<file path="config.mk">
export PLATFORM = sky130hd
export DESIGN_NAME = fp_round_pack
export DESIGN_NICKNAME = d
export VERILOG_FILES = /design/src/rtl/fp_pkg.sv /design/src/rtl/round_decide.sv /design/src/rtl/fp_round_pack.sv
export SDC_FILE = /design/constraint.sdc
export NUM_CORES = 1
export LEC_CHECK = 0
export ABC_AREA = 1
export CORE_ASPECT_RATIO = 1.25
export CORE_UTILIZATION = 25
export DETAILED_ROUTE_END_ITERATION = 10
export PLACE_DENSITY = 0.54
export SYNTH_ARGS = -nofsm -noshare
export SYNTH_HDL_FRONTEND = slang
export SYNTH_SLANG_ARGS = --single-unit
</file>
<file path="constraint.sdc">
create_clock -name clk -period 3.2 [get_ports clk]
set_input_delay 0.48 -clock clk [delete_from_list [all_inputs] [get_ports clk]]
set_output_delay 0.48 -clock clk [all_outputs]
set_load 0.02 [all_outputs]
</file>
<file path="src/rtl/fp_pkg.sv">
// rtl/fp_pkg.sv - shared widths, limits and rounding-mode encoding for the FP round/pack path
package fp_pkg;

    localparam int EXP_W  = 8;
    localparam int MANT_W = 28;
    localparam int FRAC_W = 23;

    localparam logic [EXP_W-1:0] EXP_MAX        = 8'hFF;
    localparam logic [EXP_W-1:0] EXP_MAX_FINITE = 8'hFE;

    typedef enum logic [1:0] {
        RM_RNE = 2'b00,
        RM_RTZ = 2'b01,
        RM_RUP = 2'b10,
        RM_RDN = 2'b11
    } rm_e;

endpackage

</file>
<file path="src/rtl/round_decide.sv">
// rtl/round_decide.sv - combinational round-increment and inexact decision from LSB/G/R/S, sign and mode
module round_decide
    import fp_pkg::*;
(
    input  logic       lsb,
    input  logic       guard,
    input  logic       rnd,
    input  logic       sticky,
    input  logic       sign,
    input  logic [1:0] rm,
    output logic       increment,
    output logic       inexact
);

    logic any_grs;

    always_comb begin
        any_grs   = guard | rnd | sticky;
        inexact   = any_grs;
        increment = 1'b0;
        case (rm)
            RM_RNE:  increment = guard & (rnd | sticky | lsb);
            RM_RTZ:  increment = 1'b0;
            RM_RUP:  increment = ~sign & any_grs;
            RM_RDN:  increment = sign & any_grs;
            default: increment = 1'b0;
        endcase
    end

endmodule

</file>
<file path="src/rtl/fp_round_pack.sv">
// rtl/fp_round_pack.sv - two-stage round and pack of a normalized mantissa into an IEEE-754 single word.
// Optional FP_ROUND_MODES_EN adds the rm[1:0] port (RNE/RTZ/RUP/RDN); default build is RNE only.
module fp_round_pack
    import fp_pkg::*;
(
    input  logic              clk,
    input  logic              rst_n,
    input  logic              in_valid,
    output logic              in_ready,
    input  logic              sign_in,
    input  logic [EXP_W-1:0]  exp_in,
    input  logic [MANT_W-1:0] mantis_in,
`ifdef FP_ROUND_MODES_EN
    input  logic [1:0]        rm,
`endif
    output logic              out_valid,
    input  logic              out_ready,
    output logic [31:0]       result,
    output logic              flag_inexact,
    output logic              flag_overflow
);

    logic s1_adv;
    logic s2_adv;

    logic [1:0]  rm_in;
    logic        lsb;
    logic        guard;
    logic        rnd;
    logic        sticky;
    logic        passthru_in;
    logic        inc_raw;
    logic        inexact_raw;
    logic        increment;
    logic [24:0] rounded_in;

    logic             s1_valid_q,    s1_valid_d;
    logic             s1_sign_q,     s1_sign_d;
    logic [EXP_W-1:0] s1_exp_q,      s1_exp_d;
    logic [24:0]      s1_rounded_q,  s1_rounded_d;
    logic             s1_inexact_q,  s1_inexact_d;
    logic             s1_passthru_q, s1_passthru_d;
`ifdef FP_ROUND_MODES_EN
    logic [1:0]       s1_rm_q,       s1_rm_d;
`endif

    logic              saturate;
    logic [EXP_W:0]    exp_final;
    logic [FRAC_W-1:0] frac_final;
    logic [31:0]       pack_result;
    logic              pack_inexact;
    logic              pack_overflow;

    logic        s2_valid_q,      s2_valid_d;
    logic [31:0] result_q,        result_d;
    logic        flag_inexact_q,  flag_inexact_d;
    logic        flag_overflow_q, flag_overflow_d;

    assign s2_adv   = !s2_valid_q || out_ready;
    assign s1_adv   = !s1_valid_q || s2_adv;
    assign in_ready = s1_adv;

`ifdef FP_ROUND_MODES_EN
    assign rm_in = rm;
`else
    assign rm_in = RM_RNE;
`endif

    round_decide u_round_decide (
        .lsb       (lsb),
        .guard     (guard),
        .rnd       (rnd),
        .sticky    (sticky),
        .sign      (sign_in),
        .rm        (rm_in),
        .increment (inc_raw),
        .inexact   (inexact_raw)
    );

    // Inf/NaN operands bypass rounding, so the increment is suppressed for them.
    always_comb begin
        lsb         = mantis_in[4];
        guard       = mantis_in[3];
        rnd         = mantis_in[2];
        sticky      = |mantis_in[1:0];
        passthru_in = (exp_in == EXP_MAX);
        increment   = inc_raw & ~passthru_in;
        rounded_in  = {1'b0, mantis_in[27:4]} + {24'd0, increment};
    end

    always_comb begin
        s1_valid_d    = s1_valid_q;
        s1_sign_d     = s1_sign_q;
        s1_exp_d      = s1_exp_q;
        s1_rounded_d  = s1_rounded_q;
        s1_inexact_d  = s1_inexact_q;
        s1_passthru_d = s1_passthru_q;
`ifdef FP_ROUND_MODES_EN
        s1_rm_d       = s1_rm_q;
`endif
        if (s1_adv) begin
            s1_valid_d = in_valid;
            if (in_valid) begin
                s1_sign_d     = sign_in;
                s1_exp_d      = exp_in;
                s1_rounded_d  = rounded_in;
                s1_inexact_d  = inexact_raw;
                s1_passthru_d = passthru_in;
`ifdef FP_ROUND_MODES_EN
                s1_rm_d       = rm_in;
`endif
            end
        end
    end

    // Directed modes saturate when overflowing away from their favoured direction.
`ifdef FP_ROUND_MODES_EN
    assign saturate = (s1_rm_q == RM_RTZ)
                    | ((s1_rm_q == RM_RUP) & s1_sign_q)
                    | ((s1_rm_q == RM_RDN) & ~s1_sign_q);
`else
    assign saturate = 1'b0;
`endif

    always_comb begin
        exp_final  = {1'b0, s1_exp_q};
        frac_final = s1_rounded_q[22:0];
        if (s1_rounded_q[24]) begin
            exp_final  = {1'b0, s1_exp_q} + 9'd1;
            frac_final = '0;
        end else if (s1_exp_q == '0) begin
            exp_final = {8'd0, s1_rounded_q[23]};
        end

        pack_result   = {s1_sign_q, exp_final[7:0], frac_final};
        pack_inexact  = s1_inexact_q;
        pack_overflow = 1'b0;
        if (s1_passthru_q) begin
            pack_result  = {s1_sign_q, EXP_MAX, s1_rounded_q[22:0]};
            pack_inexact = 1'b0;
        end else if (exp_final >= 9'd255) begin
            pack_overflow = 1'b1;
            pack_inexact  = 1'b1;
            pack_result   = saturate ? {s1_sign_q, EXP_MAX_FINITE, {FRAC_W{1'b1}}}
                                     : {s1_sign_q, EXP_MAX, {FRAC_W{1'b0}}};
        end
    end

    always_comb begin
        s2_valid_d      = s2_valid_q;
        result_d        = result_q;
        flag_inexact_d  = flag_inexact_q;
        flag_overflow_d = flag_overflow_q;
        if (s2_adv) begin
            s2_valid_d = s1_valid_q;
            if (s1_valid_q) begin
                result_d        = pack_result;
                flag_inexact_d  = pack_inexact;
                flag_overflow_d = pack_overflow;
            end
        end
    end

    always_ff @(posedge clk or negedge rst_n) begin
        if (!rst_n) begin
            s1_valid_q      <= 1'b0;
            s1_sign_q       <= 1'b0;
            s1_exp_q        <= '0;
            s1_rounded_q    <= '0;
            s1_inexact_q    <= 1'b0;
            s1_passthru_q   <= 1'b0;
`ifdef FP_ROUND_MODES_EN
            s1_rm_q         <= '0;
`endif
            s2_valid_q      <= 1'b0;
            result_q        <= '0;
            flag_inexact_q  <= 1'b0;
            flag_overflow_q <= 1'b0;
        end else begin
            s1_valid_q      <= s1_valid_d;
            s1_sign_q       <= s1_sign_d;
            s1_exp_q        <= s1_exp_d;
            s1_rounded_q    <= s1_rounded_d;
            s1_inexact_q    <= s1_inexact_d;
            s1_passthru_q   <= s1_passthru_d;
`ifdef FP_ROUND_MODES_EN
            s1_rm_q         <= s1_rm_d;
`endif
            s2_valid_q      <= s2_valid_d;
            result_q        <= result_d;
            flag_inexact_q  <= flag_inexact_d;
            flag_overflow_q <= flag_overflow_d;
        end
    end

    assign out_valid     = s2_valid_q;
    assign result        = result_q;
    assign flag_inexact  = flag_inexact_q;
    assign flag_overflow = flag_overflow_q;

endmodule

</file>
Word-level counts from Yosys, hierarchy flattened. Index checks and enable logic that the tools add are counted. W data, S select, Z words.

Add/subtract/negate cells: 2. $lt $le $gt $ge: 1. Equality and inequality tests: 1. Multiplexer cells: 9. Bitwise gates (word level): 7. Reductions and logical operators: 8.

Operators with widths (count): $mux W31 (2); $add A24 B1 Y25 (1); $mux W23 (1); $add A8 B1 Y9 const B (1); $ge A9 B8 Y1 const B (1); $mux W9 (1); $eq A8 B8 Y1 const B (1); $logic_not A8 Y1 (1); $mux W8 (1); $mux W1 (4); $or A1 B1 Y1 (4); $reduce_and A2 Y1 (2); $and A1 B1 Y1 (2); $logic_not A1 Y1 (2); $logic_or A1 B1 Y1 (2); $reduce_or A2 Y1 (1); $not A1 Y1 (1).

Bits in registers: 72. Output and inout port bits: 36. Word-level logic and storage cells: 38.

Logic depth before layout (Yosys ltp). Gate-level depths: netlist (run 1).

Word-level depth: 6. Gate-level depth with buffers: 15. Mapped depth without buffers: 15.

Modules after synthesis. Synthesis (run 1) repeated with hierarchy kept, for this count alone.

Cell total of the unflattened synthesis: 503. Area, all modules: 3777.4 um2.

Modules (own cells, without submodules): fp_round_pack (times used 1, cells each 489, area an instance 3716.1 um2); round_decide (times used 1, cells each 14, area an instance 61.3 um2).

Worst setup path after synthesis (run 1). No wires, ideal clock.

Kind: input to register. From: input port exp_in[2]. To: register s1_rounded_q[22]. Setup time: 0.127 ns. Arrival time: 2.202 ns. Data required time: 3.073 ns. Path slack: 0.871 ns. Stages: 15. Path buffers: 0. Cell sequence: nand4_1 > nor4_1 > nor3b_1 > ha_1 > ha_1 > nand3_1 > nor2_1 > nand2_1 > nor2_1 > nand2_1 > nor2_2 > nand2_1 > xor2_1 > nand2_1 > o21ai_1.

Word-level cells in the longest chain between the ends: 4.

RTL lines: start, declared (line fp_round_pack.sv:11) `input logic [EXP_W-1:0] exp_in,`; $eq A8 B8 Y1 (line fp_round_pack.sv:86) `passthru_in = (exp_in == EXP_MAX);`; $not A1 Y1 (line fp_round_pack.sv:87) `increment = inc_raw & ~passthru_in;`; $and A1 B1 Y1 (line fp_round_pack.sv:87); $add A24 B1 Y25 (line fp_round_pack.sv:88) `rounded_in = {1'b0, mantis_in[27:4]} + {24'd0, increment};`; end signal, assigned (line fp_round_pack.sv:183) `s1_rounded_q <= s1_rounded_d;`; end, declared (line fp_round_pack.sv:40) `logic [24:0] s1_rounded_q, s1_rounded_d;`.

Every way passes these cells. A chain may end at the register's enable or synchronous reset.

Worst setup path in the final report (run 1).
From: input port exp_in[1]. To: register s1_rounded_q[22].

The elaborated chain is that of the path after synthesis.

==> implementation parameters, run 1 <==
Parameter                              Value

Status
  Status    complete, but fails checks
  Violated checks    DRC

CTS
  Clock transition at path regs    0.05 ns
  Buffer type at the clock tree root    clkbuf_16
  Clock buffer depth    2
  Level count of the clock H-tree    3
  Number of buffers created by CTS    9
  Count of hold-fix buffers inserted at cts    0
  CTS resizes    0
  Total clock sinks    a little over 70
  TritonCTS clock tree    done
  Total setup buffers inserted after CTS    0
  Skew-Pair Late Insertion Delay    0.33 ns

Global routing
  Maximum number of pins on one net before global-route repair    73
  Global-route wire length before repair    16.0 mm
  Combined global-route utilization of all metal layers    13.1%
  Global route total overflow    0
  Number of antenna violations at the first check in global routing    0
  Number of global-route vias before repair    between 3k and 4k

Drt
  Via count    3230
  Number of iterations in the first detailed-routing pass    7
  Per-cell via count in the routed design    ~4.4
  Antenna-violating nets left    0
  Overall routed net length    9.54 mm
  DRC    10
  First-iteration detailed-routing DRC count    148
  Average routed wire per standard cell    12.9 um

Job
  Max_cap viols    0

Worst setup path
  CP delay by family, top    simple AND/OR/NAND/NOR gates
  Arrival time worst endpoint    2.99 ns
  Cell occurring most often along the worst timing path    nand2_1
  Setup CP Type    primary input to register
  Number of buffer and inverter stages on the critical path    1
  Required time worst endpoint    3.40 ns
  Ordered cell list for the critical path    clkdlybuf4s50_1 -> nand4_1 -> nor4_1 -> nor3b_1 -> ha_1 -> ha_1 -> nand3_1 -> nor2_1 -> nand2_1 -> nor2_1 -> nand2_1 -> nor2_2 -> nand2_1 -> xor2_1 -> nand2_1 -> o21ai_1
  Kind of end point of the critical path    register
  Delay of the slowest cell on the worst path    0.43 ns
  Startpoint kind of the worst setup timing path    primary input
  Crit-path max FO    4
  Cell with the largest stage delay on the worst path    clkdlybuf4s50_1

Floorplanning
  Initial core utilization    approximately a quarter
  Standard-cell rows    49
  Horiz. Die Dim    ~110 um
  Die height    139 um
  Core region area    14500 um^2
  Number of top-level pins    77
  Die area    around 15000 um^2

STA
  Minimum period implied by the final worst setup slack    2.79 ns
  Final Hold Violating Endpoints    0
  Unrepaired setup endpoints after global routing    false
  Part of the cycle the worst path needs    87.1%
  Max-slew violation count    0
  Max-slew headroom    a little over a third
  Final-report setup violation count    0
  Worst slew pin tran    0.960 ns
  Maximum clock frequency    0.359 GHz
  Final setup TNS    0 ns
  Skew final    a little over 0.006 ns

Yosys
  Per-instance average area after synthesis    7.77 um^2
  Netlist Area Pre-Place    ~3700 um^2
  Flip-flop and latch count after synthesis    72
  Yosys cell types    28
  Syn. warnings    0
  Gate count after technology mapping    481
  Post-Syn Nets    526
  Share of synthesized area occupied by flip-flops and latches    48.2%

Cells and area
  Growth of design area from synthesis to finish    32.6%
  Commonest non-fill, non-tap cell in the layout    nand2_1
  Non-filler cells in the finished layout    approximately 740
  Top library cells by usage in the layout, fill and taps aside    nand2_1 (146), clkdlybuf4s50_1 (75), dfrtp_1 (72)
  Filler cells    between 1.5k and 2k
  Number of nets in the layout    603
  Diode count    0
  Proportion of layout cells with a drive suffix above 1    roughly a tenth

Placed design
  Gp weighted congestion    0.828
  Placed cell count    approximately 730
  Count of input and output buffers    76
  Dpl hpwl    between 6 and 7 mm

Min path
  Hold crit path type    primary input to async pin

Pwr
  Static leakage    2.35 nW
  Power per unit of standard cell area    628 nW/um^2
  Largest voltage drop on the vdd net    0.191 mV
-- path summary, 6_finish.rpt --
check	startpoint	end	slack, ns	cells after the start
setup reg to reg	s1_exp_q[0]$_DFFE_PN0P_	result[6]$_DFFE_PN0P_	1.16	12
hold reg to reg	result[11]$_DFFE_PN0P_	result[11]$_DFFE_PN0P_	0.48	2
hold / removal	rst_n	s1_exp_q[5]$_DFFE_PN0P_	0.37	2
setup / recovery	exp_in[1]	s1_rounded_q[22]$_DFFE_PN0P_	0.41	16
max in group asynchronous	rst_n	s1_rounded_q[13]$_DFFE_PN0P_	2.20	2
min in group clk	result[11]$_DFFE_PN0P_	result[11]$_DFFE_PN0P_	0.48	2
-- worst reg2reg max path, cell delays in order, from the launching register on --
cell and delay, ns:
dfrtp_1 0.41, inv_1 0.12, ha_1 0.16, nand3_1 0.10, nor2_1 0.14, nor2_1 0.06, nor2_1 0.20, nor2_2 0.09
nand3_4 0.12, nand3_2 0.09, nand2_4 0.31, nand2_1 0.11, nand2_1 0.08
-- sequential cells by signal (all words and copies together), names as in the netlist --
register / flops
result: 32
s1_rounded_q: 25
s1_exp_q: 8
flag_inexact: 1
flag_overflow: 1
out_valid: 1
s1_inexact_q: 1
s1_passthru_q: 1
s1_sign_q: 1
s1_valid_q: 1
-- where the power goes --
| part | switching (mW) | total, mW | internal [mW] |
|---|---|---|---|
| clock network | 0.351 | 0.963 | 0.612 |
| registers | 0.114 | 1.22 | 1.11 |
| logic | 0.519 | 0.927 | 0.408 |
| total | 0.984 | 3.11 | 2.13 |
-- layout make-up --
type	instances	area, um^2	share of cell area [%]
clock buffers	12	246	4.98
inverters	64	240	4.85
clock inverters	1	30.0	0.606
flip-flops and latches	72	1800	36.4
repair buffers	80	786	15.9
well taps	178	223	4.50
multi-input cells	331	1630	32.8
-- cell usage after synthesis --
library cell,count,area [um^2]
nand2_1,146,548
dfrtp_1,72,1800
inv_1,63,236
nor2_1,44,165
o21ai_0,37,185
nand2_2,23,144
nand3_1,16,80.1
clkbuf_1,12,45.0
xor2_1,11,96.3
nand4_1,8,50.1
xnor2_1,8,70.1
nor2_2,6,37.5
nor3_1,5,25.0
o22ai_1,5,31.3
ha_1,4,50.1
o21ai_1,4,20.0
nor4_1,3,18.8
a21oi_1,2,10.0
buf_6,2,22.5
nor2_4,2,22.5
a21oi_2,1,8.76
inv_2,1,3.75
nand2_4,1,11.3
nand3_2,1,10.0
nand3_4,1,17.5
nor3b_1,1,7.51
o21bai_2,1,11.3
or2_2,1,6.26
-- cells by family after synthesis --
logic type | share of synthesized area (%)
and+or+nand+nor | 30.6
buffers and inverters | 8.24
DFF | 48.2
AOI/OAI and AO/OA | 7.13
xor gates and xnor gates | 4.45
adders and majority gates | 1.34
-- layer usage --
metal	share of wire (%)	GRT usage, %	vias up	wire (um)
met3	4.2	2.88	16	402
li1	-	-	1638	-
met1	45	16.6	1518	4280
met5	0	0	-	0
met2	49	21.3	58	4640
met4	2.2	6.05	0	211
-- metrics by stage --
| stage | hold WS [ns] | power (mW) | util [%] | area [um^2] | setup slack (ns) |
|---|---|---|---|---|---|
| global placement | 0.466 | 2.16 | 32.3 | 4680 | 0.127 |
| finish | 0.368 | 3.11 | 34.2 | 4950 | 0.412 |
| floorplan | 0.184 | 1.71 | - | 3740 | 0.871 |
| global route | 0.486 | 3.30 | 34.2 | 4950 | 0.0166 |
| detailed placement | 0.464 | 2.17 | 32.3 | 4680 | 0.0333 |
| CTS | 0.430 | 3.16 | 34.2 | 4950 | 0.373 |
Power figures use the tool's default switching activity.
==> inputs of run 2 (changes only) <==
--- a/config.mk
+++ b/config.mk
@@ -8,7 +8,10 @@
 export ABC_AREA = 1
 export CORE_ASPECT_RATIO = 1.25
 export CORE_UTILIZATION = 25
+export CTS_BUF_LIST = sky130_fd_sc_hd__clkbuf_2 sky130_fd_sc_hd__clkbuf_4 sky130_fd_sc_hd__clkbuf_8
+export CTS_CLUSTER_SIZE = 40
 export DETAILED_ROUTE_END_ITERATION = 10
+export GPL_ROUTABILITY_DRIVEN = 0
 export PLACE_DENSITY = 0.54
 export SYNTH_ARGS = -nofsm -noshare
 export SYNTH_HDL_FRONTEND = slang
==> run 2 against run 1 <==
The flow still finishes with violations (DRC). Fmax increased by 1.6%. Critical endpoint unchanged. First-iteration DRC count rose by 30%. Utilization down 0.60 points. Critical path depth unchanged. Wire length fell by 2.0%. Via count fell by 2.4%.
==> implementation parameters, run 2 (same netlist as run 1, synthesis figures left out) <==
Parameter                              Value

Cells and area
  Filler cells    1537
  Top library cells by usage in the layout, fill and taps aside    nand2_1 (146), clkdlybuf4s50_1 (75), dfrtp_1 (72)
  Growth of design area from synthesis to finish    30.3%
  Max reg flops    32
  Proportion of layout cells with a drive suffix above 1    10.2%
  Number of nets in the layout    604
  Diode count    0
  Commonest non-fill, non-tap cell in the layout    nand2_1

Drt
  Average routed wire per standard cell    12.7 um
  Overall routed net length    9.35 mm
  Via count    between 3k and 4k
  Per-cell via count in the routed design    4.27
  First-iteration detailed-routing DRC count    about 190
  Number of iterations in the first detailed-routing pass    7
  DRC    10
  Antenna-violating nets left    0

Floorplanning
  Horiz. Die Dim    111 um
  Standard-cell rows    49
  Core region area    14500 um^2
  Number of top-level pins    77
  Die height    about 140 um
  Die area    15400 um^2
  Initial core utilization    25.8%

Pwr
  Largest voltage drop on the vdd net    0.156 mV
  Power per unit of standard cell area    584 nW/um^2
  Static leakage    2.32 nW

Worst setup path
  Delay of the slowest cell on the worst path    between 0.4 and 0.5 ns
  Startpoint kind of the worst setup timing path    primary input
  Slack of the worst reg-to-reg path    1.14 ns
  Required time worst endpoint    about 3.4 ns
  Kind of end point of the critical path    register
  CP delay by family, top    simple AND/OR/NAND/NOR gates
  Arrival time worst endpoint    2.97 ns
  Ordered cell list for the critical path    clkdlybuf4s50_1 -> nand4_1 -> nor4_1 -> nor3b_1 -> ha_1 -> ha_1 -> nand3_1 -> nor2_1 -> nand2_1 -> nor2_1 -> nand2_1 -> nor2_2 -> nand2_1 -> xor2_1 -> nand2_1 -> o21ai_1
  Setup CP Type    primary input to register
  Number of buffer and inverter stages on the critical path    1
  Path depth of the worst reg2reg path    12
  Endpoint of the lowest-slack register-to-register path    result[6]$_DFFE_PN0P_
  Cell with the largest stage delay on the worst path    clkdlybuf4s50_1
  Cell occurring most often along the worst timing path    nand2_1
  Crit-path max FO    4
  Start of the worst register-to-register path    s1_exp_q[0]$_DFFE_PN0P_

STA
  Hold Slack    ~0.17 ns
  Max-slew violation count    0
  Minimum period implied by the final worst setup slack    2.74 ns
  Final-report setup violation count    0
  Final setup TNS    0 ns
  Maximum clock frequency    0.364 GHz
  Skew final    0.00582 ns
  Final Hold Violating Endpoints    0
  Worst slew pin tran    0.715 ns
  Max-slew headroom    52.3%
  Part of the cycle the worst path needs    85.7%
  Unrepaired setup endpoints after global routing    false
  Worst setup margin    0.456 ns

CTS
  Number of buffers created by CTS    9
  Level count of the clock H-tree    3
  Buffer type at the clock tree root    clkbuf_8
  Total clock sinks    72
  Clock transition at path regs    0.07 ns
  CTS resizes    0
  Clock buffer depth    2
  TritonCTS clock tree    done
  Count of hold-fix buffers inserted at cts    0
  Skew-Pair Late Insertion Delay    0.35 ns
  Total setup buffers inserted after CTS    0

Placed design
  Dpl hpwl    6.96 mm
  Worst setup slack after placement    approximately 0.073 ns
  Count of input and output buffers    76

Global routing
  Combined global-route utilization of all metal layers    between 10% and 20%
  Maximum number of pins on one net before global-route repair    53
  Number of antenna violations at the first check in global routing    0
  Global-route wire length before repair    approximately 16 mm
  Number of global-route vias before repair    3278
  Global route total overflow    0

Min path
  Hold crit path type    primary input to async pin

Status
  Status    complete, but fails checks
  Violated checks    DRC

Job
  Max_cap viols    0
-- run 2: changes by cell type in the layout (fill, tap and decap cells not counted), sizes merged --
cell / before / now
buf: 5 / 6
-- run 2: worst max-delay path by stage --
stage               slack, ns                            to  cells after the start      start
global route             0.18  s1_rounded_q[22]$_DFFE_PN0P_                     16  exp_in[1]
CTS                      0.44  s1_rounded_q[22]$_DFFE_PN0P_                     16  exp_in[2]
detailed placement       0.07  s1_rounded_q[22]$_DFFE_PN0P_                     16  exp_in[2]
floorplan                0.87  s1_rounded_q[22]$_DFFE_PN0P_                     15  exp_in[2]
finish                   0.46  s1_rounded_q[22]$_DFFE_PN0P_                     16  exp_in[2]
global placement         0.13  s1_rounded_q[22]$_DFFE_PN0P_                     16  exp_in[2]
-- run 2: layout make-up --
| type | count | area (um^2) | area share, % |
|---|---|---|---|
| Timing Repair Buffer | 81 | 793 | 16.3 |
| Clock inverter | 1 | 30.0 | 0.617 |
| Clock buffer | 12 | 153 | 3.14 |
| Inverter | 64 | 240 | 4.94 |
| Multi-Input combinational cell | 331 | 1630 | 33.4 |
| Sequential cell | 72 | 1800 | 37.0 |
| Tap cell | 178 | 223 | 4.58 |
-- run 2: through the flow --
stage	util [%]	cells	area [um^2]	power, mW
after floorplan	-	481	3740	1.71
after global placement	32.4	726	4680	2.16
after detailed placement	32.4	726	4680	2.17
after CTS	33.6	739	4870	2.89
after global routing	33.6	739	4870	3.03
final	33.6	739	4870	2.84
-- run 2: worst reg2reg max path, stage by stage (launching register included) --
cell and delay [ns]:
dfrtp_1 0.41, inv_1 0.13, ha_1 0.16, nand3_1 0.09, nor2_1 0.15, nor2_1 0.05
nor2_1 0.20, nor2_2 0.09, nand3_4 0.12, nand3_2 0.09, nand2_4 0.31, nand2_1 0.13
nand2_1 0.08
-- run 2: routing by layer --
layer	up-vias	share of wire, %	track usage (%)
met2	52	49	21.1
met4	0	1.7	6.12
met1	1459	45	16.3
met3	8	4.4	3.19
met5	-	0	0
li1	1635	-	-
-- run 2: power by group --
group | switching (mW) | total, mW | internal, mW
Clock | 0.319 | 0.705 | 0.387
Sequential | 0.109 | 1.22 | 1.11
Combinational | 0.514 | 0.923 | 0.409
==> inputs of run 3 (changes only) <==
--- a/config.mk
+++ b/config.mk
@@ -11,8 +11,8 @@
 export CTS_BUF_LIST = sky130_fd_sc_hd__clkbuf_2 sky130_fd_sc_hd__clkbuf_4 sky130_fd_sc_hd__clkbuf_8
 export CTS_CLUSTER_SIZE = 40
 export DETAILED_ROUTE_END_ITERATION = 10
-export GPL_ROUTABILITY_DRIVEN = 0
 export PLACE_DENSITY = 0.54
 export SYNTH_ARGS = -nofsm -noshare
 export SYNTH_HDL_FRONTEND = slang
+export SYNTH_HIERARCHICAL = 1
 export SYNTH_SLANG_ARGS = --single-unit
==> run 3 against run 2 <==
Critical endpoint is now s1_rounded_q[21]$_DFFE_PN0P_. The flow still finishes with violations (DRC). Highest routed layer unchanged. Critical path depth rose by 4. Die area rose by 1.1%. Sequential cell count did not move. Clock-buffer cell count fell by 2. Largest power group unchanged. First-iteration DRC count fell by 21%. Synthesized cell count rose by 4.6%. Synthesized area rose by 1.1%. Sequential power barely moved.
==> implementation parameters, run 3 <==
Parameter                              Value

Status
  Status    complete, but fails checks
  Violated checks    DRC

STA
  Max-slew headroom    between 60% and 70%
  Final setup TNS    0 ns
  Part of the cycle the worst path needs    a little under nine tenths
  Final Hold Violating Endpoints    0
  Minimum period implied by the final worst setup slack    between 2 and 3 ns
  Worst slew pin tran    between 0.5 and 0.6 ns
  Final-report setup violation count    0
  Skew final    0.0172 ns
  Unrepaired setup endpoints after global routing    false
  Maximum clock frequency    0.367 GHz
  Max-slew violation count    0

Drt
  Number of iterations in the first detailed-routing pass    7
  DRC    3
  Per-cell via count in the routed design    about 4.4
  First-iteration detailed-routing DRC count    152
  Average routed wire per standard cell    12.8 um
  Antenna-violating nets left    0
  Via count    3380
  Overall routed net length    9.83 mm

Global routing
  Number of antenna violations at the first check in global routing    0
  Maximum number of pins on one net before global-route repair    37
  Combined global-route utilization of all metal layers    13.4%
  Global-route wire length before repair    16.6 mm
  Number of global-route vias before repair    3504
  Global route total overflow    0

Placed design
  Count of input and output buffers    76
  Dpl hpwl    7.47 mm
  Area post-placement    4720 um^2
  Gp weighted congestion    approximately 0.9

Cells and area
  Growth of design area from synthesis to finish    31.7%
  Number of nets in the layout    between 600 and 700
  Filler cells    1553
  Max reg flops    32
  Commonest non-fill, non-tap cell in the layout    nand2_1
  Multi-input gate area    1650 um^2
  Area of all sequential standard cells    1800 um^2
  Proportion of layout cells with a drive suffix above 1    between 7 and 8%
  Design Area, Final    between 4000 and 5000 um^2
  Top library cells by usage in the layout, fill and taps aside    nand2_1 (165), clkdlybuf4s50_1 (75), dfrtp_1 (72)
  Diode count    0

Worst setup path
  Cell occurring most often along the worst timing path    nand2_1
  Required time worst endpoint    approximately 3.4 ns
  Setup CP Type    primary input to register
  Cell with the largest stage delay on the worst path    clkdlybuf4s50_1
  Startpoint kind of the worst setup timing path    primary input
  Kind of end point of the critical path    register
  Delay of the slowest cell on the worst path    about 0.45 ns
  Slack of the worst reg-to-reg path    1.06 ns
  Start of the worst register-to-register path    s1_exp_q[1]$_DFFE_PN0P_
  Crit-path max FO    4
  Ordered cell list for the critical path    clkdlybuf4s50_1 -> or2_2 -> nor2_2 -> nand2_1 -> nand3_1 -> nand2_1 -> inv_1 -> nor2_1 -> ha_1 -> nand2_1 -> nor2_1 -> nand2_1 -> nor2_1 -> nand2_1 -> nor2_2 -> nand3_1 -> nor2_1 -> nand2_1 -> nand3_1 -> o21ai_0
  Arrival time worst endpoint    2.95 ns
  Endpoint of the lowest-slack register-to-register path    result[16]$_DFFE_PN0P_
  Path depth of the worst reg2reg path    14

Yosys
  Flip-flop and latch count after synthesis    72
  Top cells by instance count after synthesis    nand2_1 (165), dfrtp_1 (72), inv_1 (66)
  Per-instance average area after synthesis    between 7 and 8 um^2
  Async SR Flop Fraction    100%
  Syn. warnings    6
  Most area-hungry cell type in the Yosys netlist    dfrtp_1
  Gate count after technology mapping    503
  Commonest register cell after synthesis    dfrtp_1
  Top-count cell post-synth    nand2_1
  Yosys cell types    30
  Share of synthesized area occupied by flip-flops and latches    47.7%
  Synth area leaders    dfrtp_1 (48%), nand2_1 (16%), inv_1 (6.6%)
  Share of the synthesized area in the top cell type    47.7%
  Netlist Area Pre-Place    3780 um^2
  Count of flip-flops with a built-in enable after synthesis    0

CTS
  CTS resizes    0
  Number of buffers created by CTS    9
  Clock buffer depth    2
  Clock transition at path regs    about 0.090 ns
  TritonCTS clock tree    done
  Count of hold-fix buffers inserted at cts    0
  Total setup buffers inserted after CTS    0
  Skew-Pair Late Insertion Delay    0.37 ns
  Level count of the clock H-tree    3
  Total clock sinks    between 70 and 80
  Buffer type at the clock tree root    clkbuf_8

Pwr
  Static leakage    2.38 nW
  Largest voltage drop on the vdd net    approximately 0.21 mV
  Power per unit of standard cell area    between 600 and 700 nW/um^2

Floorplanning
  Initial core utilization    25.9%
  Core region area    14600 um^2
  Standard-cell rows    49
  Die area    roughly 16000 um^2
  Horiz. Die Dim    around 110 um
  Die height    139 um
  Number of top-level pins    77

Min path
  Hold crit path type    primary input to async pin

Job
  Max_cap viols    0
==> run 3: worst max-delay path by stage <==
stage / from / to / slack [ns] / cells after the start
detailed placement: mantis_in[1] / s1_rounded_q[21]$_DFFE_PN0P_ / 0.07 / 20
finish: mantis_in[1] / s1_rounded_q[21]$_DFFE_PN0P_ / 0.48 / 20
global route: mantis_in[0] / s1_rounded_q[21]$_DFFE_PN0P_ / 0.12 / 20
CTS: mantis_in[1] / s1_rounded_q[21]$_DFFE_PN0P_ / 0.46 / 20
global placement: mantis_in[1] / s1_rounded_q[18]$_DFFE_PN0P_ / 0.18 / 20
floorplan: mantis_in[1] / s1_rounded_q[16]$_DFFE_PN0P_ / 0.82 / 18
==> run 3: critical path, delay by kind of cell <==
family                     cells  cell delay (ns)
adders and majority gates      1             0.24
and+or+nand+nor               16             1.63
buffers and inverters          2             0.49
AOI/OAI and AO/OA              1             0.09
==> run 3: layout make-up <==
cell class / count / share of cell area (%)
tap: 178 / 4.48
clock buffer: 10 / 2.77
inverter: 66 / 4.98
sequential: 72 / 36.2
multi-input combinational: 355 / 33.1
clock inverter: 6 / 2.31
timing repair buffer: 82 / 16.1
==> run 3: power breakdown <==
| part | leakage, nW | switching [mW] | total, mW | internal (mW) |
|---|---|---|---|---|
| clock network | 0.123 | 0.377 | 0.920 | 0.543 |
| registers | 0.880 | 0.106 | 1.21 | 1.11 |
| logic | 1.38 | 0.514 | 0.922 | 0.409 |
| total | 2.38 | 0.997 | 3.05 | 2.06 |
==> run 3: cells by family after synthesis <==
| kind of cell | count (synthesis) | share of synthesized area [%] |
|---|---|---|
| AND/OR/NAND/NOR | 277 | 30.6 |
| buffers and inverters | 80 | 9.08 |
| flip-flops | 72 | 47.7 |
| AO/OA/AOI/OAI | 54 | 7.72 |
| XOR/XNOR | 15 | 3.48 |
| adder cells (fa/ha/maj) | 4 | 1.32 |
| other | 1 | 0.0993 |
==> run 3: per-layer routing <==
metal / GRT usage, % / vias to the layer above / share of wire, %
met2: 23.4 / 66 / 50
met1: 15.6 / 1577 / 44
met5: 0 / - / 0
li1: - / 1719 / -
met4: 6.18 / 0 / 2.4
met3: 3.01 / 18 / 3.4
==> run 3: per-stage QoR <==
step	setup WS (ns)	instances	total power, mW	utilization (%)	hold WS (ns)
after floorplan	0.823	507	1.72	-	0.184
after global placement	0.183	753	2.15	32.4	0.438
after detailed placement	0.0672	753	2.17	32.4	0.440
after CTS	0.463	769	3.10	34.1	0.0317
after global routing	0.124	769	3.24	34.1	0.0459
final	0.477	769	3.05	34.1	0.0245
